$ cat src/rtl/bp_ctrl.sv
// Port arbiter for the 2-bit branch-predictor counter table: fetcher lookups,
// queued ROB updates applied as saturating read-modify-writes, and a clear walk.
module bp_ctrl #(
    parameter int          TAG_W    = 8,
    parameter int          Q_DEPTH  = 4,
    parameter logic [1:0]  INIT_CNT = 2'b10
) (
    input  logic             clk,
    input  logic             rst,
    input  logic             rdy,
    input  logic             in_fetcher_valid,
    input  logic [TAG_W-1:0] in_fetcher_tag,
    output logic             out_fetcher_grant,
    output logic             out_fetcher_jump_res,
    input  logic             in_rob_bp_res,
    input  logic [TAG_W-1:0] in_rob_tag,
    input  logic             in_rob_jump_res,
    input  logic             in_clear,
    output logic             out_busy,
    output logic [TAG_W-1:0] out_tbl_addr,
    output logic             out_tbl_we,
    output logic [1:0]       out_tbl_wdata,
    input  logic [1:0]       in_tbl_rdata
);

    localparam int PTR_W = $clog2(Q_DEPTH);
    localparam int CNT_W = $clog2(Q_DEPTH + 1);
    localparam logic [TAG_W-1:0] LAST_IDX = {TAG_W{1'b1}};
    localparam logic [CNT_W-1:0] FULL_CNT = CNT_W'(Q_DEPTH);

    typedef enum logic [0:0] {
        ST_CLEAR = 1'b0,
        ST_RUN   = 1'b1
    } state_t;

    state_t             state_q, state_d;
    logic [TAG_W-1:0]   idx_q, idx_d;
    logic [PTR_W-1:0]   head_q, head_d;
    logic [PTR_W-1:0]   tail_q, tail_d;
    logic [CNT_W-1:0]   count_q, count_d;
    logic [TAG_W-1:0]   fifo_tag_q [Q_DEPTH];
    logic [TAG_W-1:0]   fifo_tag_d [Q_DEPTH];
    logic               fifo_res_q [Q_DEPTH];
    logic               fifo_res_d [Q_DEPTH];

    logic               fifo_full_s;
    logic               fifo_empty_s;
    logic               push_s;
    logic               pop_s;

    // Two-bit saturating counter step toward the observed outcome.
    function automatic logic [1:0] sat_step(input logic [1:0] cnt, input logic taken);
        logic [1:0] res;
        if (taken) begin
            res = (cnt == 2'b11) ? 2'b11 : cnt + 2'b01;
        end else begin
            res = (cnt == 2'b00) ? 2'b00 : cnt - 2'b01;
        end
        return res;
    endfunction

    assign fifo_full_s  = (count_q == FULL_CNT);
    assign fifo_empty_s = (count_q == {CNT_W{1'b0}});

    // Busy decodes the state register; reset forces it high during the reset cycle.
    always_comb begin
        out_busy = rst | (state_q == ST_CLEAR);
    end

    // Port arbitration, clear walk and FIFO bookkeeping for the next edge.
    always_comb begin
        state_d              = state_q;
        idx_d                = idx_q;
        head_d               = head_q;
        tail_d               = tail_q;
        count_d              = count_q;
        fifo_tag_d           = fifo_tag_q;
        fifo_res_d           = fifo_res_q;
        push_s               = 1'b0;
        pop_s                = 1'b0;
        out_tbl_addr         = {TAG_W{1'b0}};
        out_tbl_we           = 1'b0;
        out_tbl_wdata        = 2'b00;
        out_fetcher_grant    = 1'b0;
        out_fetcher_jump_res = 1'b0;

        if (rst) begin
            state_d = ST_CLEAR;
        end else if (!rdy) begin
            state_d = state_q;
        end else begin
            case (state_q)
                ST_CLEAR: begin
                    out_tbl_addr  = idx_q;
                    out_tbl_we    = 1'b1;
                    out_tbl_wdata = INIT_CNT;
                    idx_d         = idx_q + TAG_W'(1);
                    if (idx_q == LAST_IDX) begin
                        state_d = ST_RUN;
                    end else begin
                        state_d = ST_CLEAR;
                    end
                end
                ST_RUN: begin
                    // A full queue must drain first so a same-cycle commit is never dropped.
                    if (fifo_full_s || (!in_fetcher_valid && !fifo_empty_s)) begin
                        out_tbl_addr  = fifo_tag_q[head_q];
                        out_tbl_we    = 1'b1;
                        out_tbl_wdata = sat_step(in_tbl_rdata, fifo_res_q[head_q]);
                        pop_s         = 1'b1;
                    end else if (in_fetcher_valid) begin
                        out_tbl_addr         = in_fetcher_tag;
                        out_fetcher_grant    = 1'b1;
                        out_fetcher_jump_res = in_tbl_rdata[1];
                    end else begin
                        out_tbl_addr = {TAG_W{1'b0}};
                    end

                    push_s = in_rob_bp_res;

                    if (in_clear) begin
                        state_d = ST_CLEAR;
                        idx_d   = {TAG_W{1'b0}};
                        head_d  = {PTR_W{1'b0}};
                        tail_d  = {PTR_W{1'b0}};
                        count_d = {CNT_W{1'b0}};
                    end else begin
                        if (push_s) begin
                            fifo_tag_d[tail_q] = in_rob_tag;
                            fifo_res_d[tail_q] = in_rob_jump_res;
                            tail_d             = tail_q + PTR_W'(1);
                        end else begin
                            tail_d = tail_q;
                        end
                        if (pop_s) begin
                            head_d = head_q + PTR_W'(1);
                        end else begin
                            head_d = head_q;
                        end
                        case ({push_s, pop_s})
                            2'b10:   count_d = count_q + CNT_W'(1);
                            2'b01:   count_d = count_q - CNT_W'(1);
                            default: count_d = count_q;
                        endcase
                    end
                end
                default: begin
                    state_d = ST_CLEAR;
                    idx_d   = {TAG_W{1'b0}};
                end
            endcase
        end
    end

    // State, walk index and FIFO registers.
    always_ff @(posedge clk) begin
        if (rst) begin
            state_q    <= ST_CLEAR;
            idx_q      <= {TAG_W{1'b0}};
            head_q     <= {PTR_W{1'b0}};
            tail_q     <= {PTR_W{1'b0}};
            count_q    <= {CNT_W{1'b0}};
            fifo_tag_q <= '{default: {TAG_W{1'b0}}};
            fifo_res_q <= '{default: 1'b0};
        end else begin
            state_q    <= state_d;
            idx_q      <= idx_d;
            head_q     <= head_d;
            tail_q     <= tail_d;
            count_q    <= count_d;
            fifo_tag_q <= fifo_tag_d;
            fifo_res_q <= fifo_res_d;
        end
    end

endmodule

$ cat config.mk
export PLATFORM = sky130hd
export DESIGN_NAME = bp_ctrl
export DESIGN_NICKNAME = d
export VERILOG_FILES = /design/src/rtl/bp_ctrl.sv
export SDC_FILE = /design/constraint.sdc
export NUM_CORES = 1
export LEC_CHECK = 0
export CORE_ASPECT_RATIO = 1.4
export CORE_MARGIN = 1
export CORE_UTILIZATION = 54
export CTS_BUF_LIST = sky130_fd_sc_hd__clkbuf_8
export CTS_CLUSTER_SIZE = 25
export DETAILED_ROUTE_END_ITERATION = 10
export PLACE_DENSITY_LB_ADDON = 0.08
export SLEW_MARGIN = 20
export SYNTH_ARGS = -nofsm -noshare
export SYNTH_HDL_FRONTEND = slang
export SYNTH_SLANG_ARGS = --single-unit
$ cat constraint.sdc
create_clock -name clk -period 2.55 [get_ports clk]
set_input_delay 0.765 -clock clk [delete_from_list [all_inputs] [get_ports clk]]
set_output_delay 0.765 -clock clk [all_outputs]
set_load 0.02 [all_outputs]
== Word level (Yosys, flattened, before mapping) ==
Index checks and enable logic that the tools add are counted.

* Eq/ne operators: 6
* Reduce and logical (&&, ||, !) cells: 15
* $lt $le $gt $ge: 3
* Bitwise operators: 5
* Muxes and demuxes: 52
* Add/sub/neg operators: 7

{| class="wikitable"
|+ Operators by type and width
! operator !! count
|-
| 8-bit 2-to-1 mux || 8
|-
| 32-bit bitwise mux || 1
|-
| 8-bit case mux with 2 select lines || 2
|-
| 1-bit 2-to-1 mux || 21
|-
| 2-bit 2-to-1 mux || 10
|-
| 8-bit binary-select mux with 2-bit select || 1
|-
| 8-bit demux with 2-bit select || 1
|-
| 3-bit AND reduction || 3
|-
| 8-bit by 1-bit adder with 8-bit output, second input constant || 1
|-
| 8-bit == test, second input constant || 1
|-
| 2-bit by 1-bit adder with 2-bit output, second input constant || 3
|-
| 3-bit greater-or-equal comparator, second input constant || 2
|-
| 2-bit NOT with 3-bit output || 2
|-
| 3-bit case mux with 2 select lines || 1
|-
| 4-bit bitwise mux || 1
|-
| 2-bit == test, second input constant || 2
|-
| 1-bit case mux with 2 select lines || 2
|-
| 2-bit case mux with 2 select lines || 1
|-
| 4-bit AND reduction || 1
|-
| 2-bit nonzero test || 2
|-
| 3-bit by 1-bit adder with 3-bit output, second input constant || 1
|-
| 3-bit == test, second input constant || 1
|-
| 3-bit logical NOT || 1
|-
| 3-bit by 1-bit < comparator with 1-bit output, second input constant || 1
|-
| other kinds (15) || 18
|}

* Flip-flop bits (word level): 52
* Input bits: 25
* Word-level logic and storage cells: 101
* Output and inout bits: 14

== Logic depth before layout (Yosys ltp) ==
* Depth after elaboration: 11
* Gate-level depth with buffers: 7
* Gate-level depth less buffers: 7

== Least setup slack after synthesis ==
No wires, ideal clock.

* Path type: input port to output port
* From: input port rst
* To: output port out_tbl_wdata[1]
* Cell stages on the path: 4
* Slack: 0.043 ns
* Data required time: 1.785 ns
* Arrival: 1.742 ns
* Buffers on the path: 1
* Cell sequence: buf_4 > nor2b_1 > o21a_1 > and2_1

* Longest elaborated chain between the ends: 1

{| class="wikitable"
|+ RTL lines
! what !! RTL line !! text
|-
| start, declared || 9 || <nowiki>input logic rst,</nowiki>
|-
| 2-bit 2-to-1 mux || 87 || <nowiki>if (rst) begin</nowiki>
|-
| end, declared || 22 || <nowiki>output logic [1:0] out_tbl_wdata,</nowiki>
|}

No other way between the ends.

== Worst setup path in the final report ==
* From: register head_q[0]
* To: output port out_tbl_wdata[0]

* Longest elaborated chain between the ends: 9

{| class="wikitable"
|+ RTL lines
! what !! RTL line !! text
|-
| start, declared || 38 || <nowiki>logic [PTR_W-1:0] head_q, head_d;</nowiki>
|-
| start signal, assigned || 160 || <nowiki>head_q <= {PTR_W{1'b0}};</nowiki>
|-
| 2-bit NOT with 3-bit output (not written as such) || 109 || <nowiki>out_tbl_wdata = sat_step(in_tbl_rdata, fifo_res_q[head_q]);</nowiki>
|-
| 1-bit binary-select mux with 2-bit select || 109 ||
|-
| 1-bit 2-to-1 mux (not written as such) (2 in a row) || 109 ||
|-
| 2-bit 2-to-1 mux || 54 || <nowiki>if (taken) begin</nowiki>
|-
| 2-bit 2-to-1 mux || 106 || <nowiki>if (fifo_full_s || (!in_fetcher_valid && !fifo_empty_s)) begin</nowiki>
|-
| 2-bit case mux with 2 select lines || 92 || <nowiki>case (state_q)</nowiki>
|-
| 2-bit 2-to-1 mux || 89 || <nowiki>end else if (!rdy) begin</nowiki>
|-
| 2-bit 2-to-1 mux || 87 ||
|}

No other way between the ends. The select of a mux whose other input is x is not followed.

==> metrics.txt <==
Post-synth EDFFs=0; Placement Rows=30; Crit path required time=approximately 1.8 ns; total CTS buffers=5; vias in the first global route=approximately 2300; first-pass GRT wire length=roughly 11 mm; H-Tree Depth=2; WL per Instance=around 15 microns; CTS clk-pin slew, worst paths=about 0.10 ns; main flop type after synthesis=dfxtp_1; diodes inserted=0; f_max=between 300 and 400 MHz; chip height=~85 microns; Antenna Violating Nets Remaining=0; Nets=407; Synth cell types=47; status=finished, violations left; post-DR vias/cell=5.939; Setup TNS=-0.1720 ns; critical-path maximum fanout=3; Fin. Hold Viols=0; Post-Syn Area=about 0.0027 sq mm; gr usage total=between 20% and 30%; Syn Area/Cell=about 8.3 sq um; clk root buf=clkbuf_8; DPL Wire Length=a little under 5 mm; WHS=between 0.4 and 0.5 ns; min Tclk post-route=about 2.6 ns; Final setup viols=8; ys async rst share=0%; RSZ-0062 raised after global routing=true; worst setup margin=-0.05491 ns; vias=~2600; Setup CP Type=flip-flop to output port; Pwr Density=between 400 and 500 mW/mm^2; Slew Limit Fails=0; LEAKAGE=1.266 nW; largest net degree at the start of global routing=50; Worst VDD drop=322.7 uV; grt ovf=0; register area share after synthesis=around 39%; failing checks=setup timing; Die Width=between 60 and 70 microns; number of DRC markers in iteration 0=roughly 110; hold buffers post-CTS=0; initial antenna violation count=0; DR pass1 iterations=4; flop2flop setup slack=around 0.43 ns; CTS tree=done; syn nets=~350; YS warnings=0; port bufs=38; layout overhead on the synthesized area=28.00%; die area=between 0.005 and 0.006 sq mm; layout cells sized above 1=a little over a fifth; critical path launch point type=flip-flop; clock sink total=52; WL final=6.693 mm; Ports=39; Setup Buffers After CTS=0; Final Wtd Congestion=approximately 0.8; Tightest Pin Transition=between 0.4 and 0.5 ns; clock latency on the worst-skew pair=about 0.32 ns; core area=0.004805 sq mm; Max clock buf depth=2; Remaining DRCs=0; critical path arrival=about 1.8 ns; Hold Crit Class=flip-flop to flip-flop; Clock Skews=about 0.013 ns; Synth Register Bits=52; setup slack after placement=-0.7846 ns; fillcell total=approximately 430; Slew HR=around 67%; Mapped Cells=323; CP endpoint kind=output port; fin crit share=102.2%; max_cap viols=0; Initial Util=a little under three fifths; Tot Pwr=roughly 1.4 mW
[synthesized netlist by cell type (5+ instances only)]
cell type   n  area (sq um)
and3_1      6         37.54
dfxtp_1    52          1041
nand2_1    43         161.4
nand4_1     5         31.28
nand3_1    41         205.2
buf_2       6         30.03
a21oi_1    42         210.2
and2_1      5         31.28
nor2_1     23         86.33
a221oi_1    8         70.07
mux4_2      9         202.7
clkbuf_1   12         45.04
nor3_1      5         25.02
o21ai_0    11         55.05
inv_1       7         26.28
ha_1        5         62.56
xor2_1      6         52.55
[kinds of logic after synthesis]
| group | after synthesis | share of synthesized area, % |
|---|---|---|
| adder cells (fa/ha/maj) | 7 | 3.453 |
| multiplexers | 10 | 7.933 |
| AO/OA/AOI/OAI | 75 | 16.80 |
| flip-flops | 52 | 38.82 |
| AND/OR/NAND/NOR | 144 | 26.13 |
| buffers and inverters | 29 | 4.899 |
| XOR/XNOR | 6 | 1.960 |
[metal layers]
layer | routed length (microns) | part of all wire [%] | track usage, %
met5 | 0 | 0 | 0
met2 | 3425 | 51 | 45.94
met1 | 2730 | 41 | 33.69
met3 | 410 | 6.1 | 4.573
met4 | 127 | 1.9 | 9.091
[critical path: stages (launching register included)]
cell and delay (ns):
dfxtp_4 0.38, mux4_2 0.54, maj3_2 0.32, and3_4 0.17, buf_6 0.12
[repair_timing]
action,in CTS,in global routing
resized for setup,84,5
pin swaps,9,4
hold endpoints to repair,0,0
endpoints found under the setup margin,13,11
[power breakdown]
group	leakage [nW]	internal, mW	total [mW]	switching [mW]
Clock	0.0511	0.208	0.511	0.303
Sequential	0.421	0.813	0.816	0.00316
Combinational	0.794	0.0566	0.110	0.0537
Total	1.27	1.08	1.44	0.360
[area by class of cell]
type                    count  area (sq um)  area share, %
clock buffers               5         68.82          2.005
clock inverters             3         28.78         0.8385
inverters                   7         26.28         0.7656
multi-input cells         242          1580          46.04
flip-flops and latches     52          1047          30.51
well taps                  64         80.08          2.333
repair buffers             68         600.6          17.50
[stage by stage]
step | utilization, % | instances | cell area (sq um)
final | 71.43 | 441 | 3432
after global routing | 71.43 | 441 | 3432
after CTS | 71.22 | 441 | 3422
after detailed placement | 68.72 | 434 | 3302
after global placement | 68.72 | 434 | 3302
after floorplan | - | 323 | 2681
[final timing paths]
| kind | start | to | cells after the start |
|---|---|---|---|
| setup / recovery | head_q[0] | out_tbl_wdata[0] | 4 |
| hold / removal | fifo_tag_q[15] | fifo_tag_q[15] | 2 |
| setup reg to reg | count_q[2] | count_q[2] | 8 |
| hold reg to reg | fifo_tag_q[15] | fifo_tag_q[15] | 2 |
[placed cells by master (no fill, tap or decap), types with 2 or more instances in the layout]
cell,instances
and2_1,4
a21oi_1,42
xor2_1,6
inv_6,2
nor2_1,22
clkbuf_8,5
inv_1,7
nand2_1,43
nand2b_1,3
buf_6,3
buf_4,33
nor3b_1,3
ha_1,5
mux4_2,9
buf_12,2
dfxtp_2,2
nand4_1,5
dfxtp_1,49
clkdlybuf4s50_1,20
a221oi_2,8
nand3b_1,3
o21ai_0,10
nor3_1,5
o21ai_2,2
buf_2,5
nand3_1,41
clkdlybuf4s15_2,2
and3_1,5
[sequential cells by signal, indices dropped and copies added (netlist names)]
register / cells
count_q: 3
fifo_res_q: 4
fifo_tag_q: 32
head_q: 2
idx_q: 8
state_q: 1
tail_q: 2
Note: power is estimated with default switching activity, not from simulation.
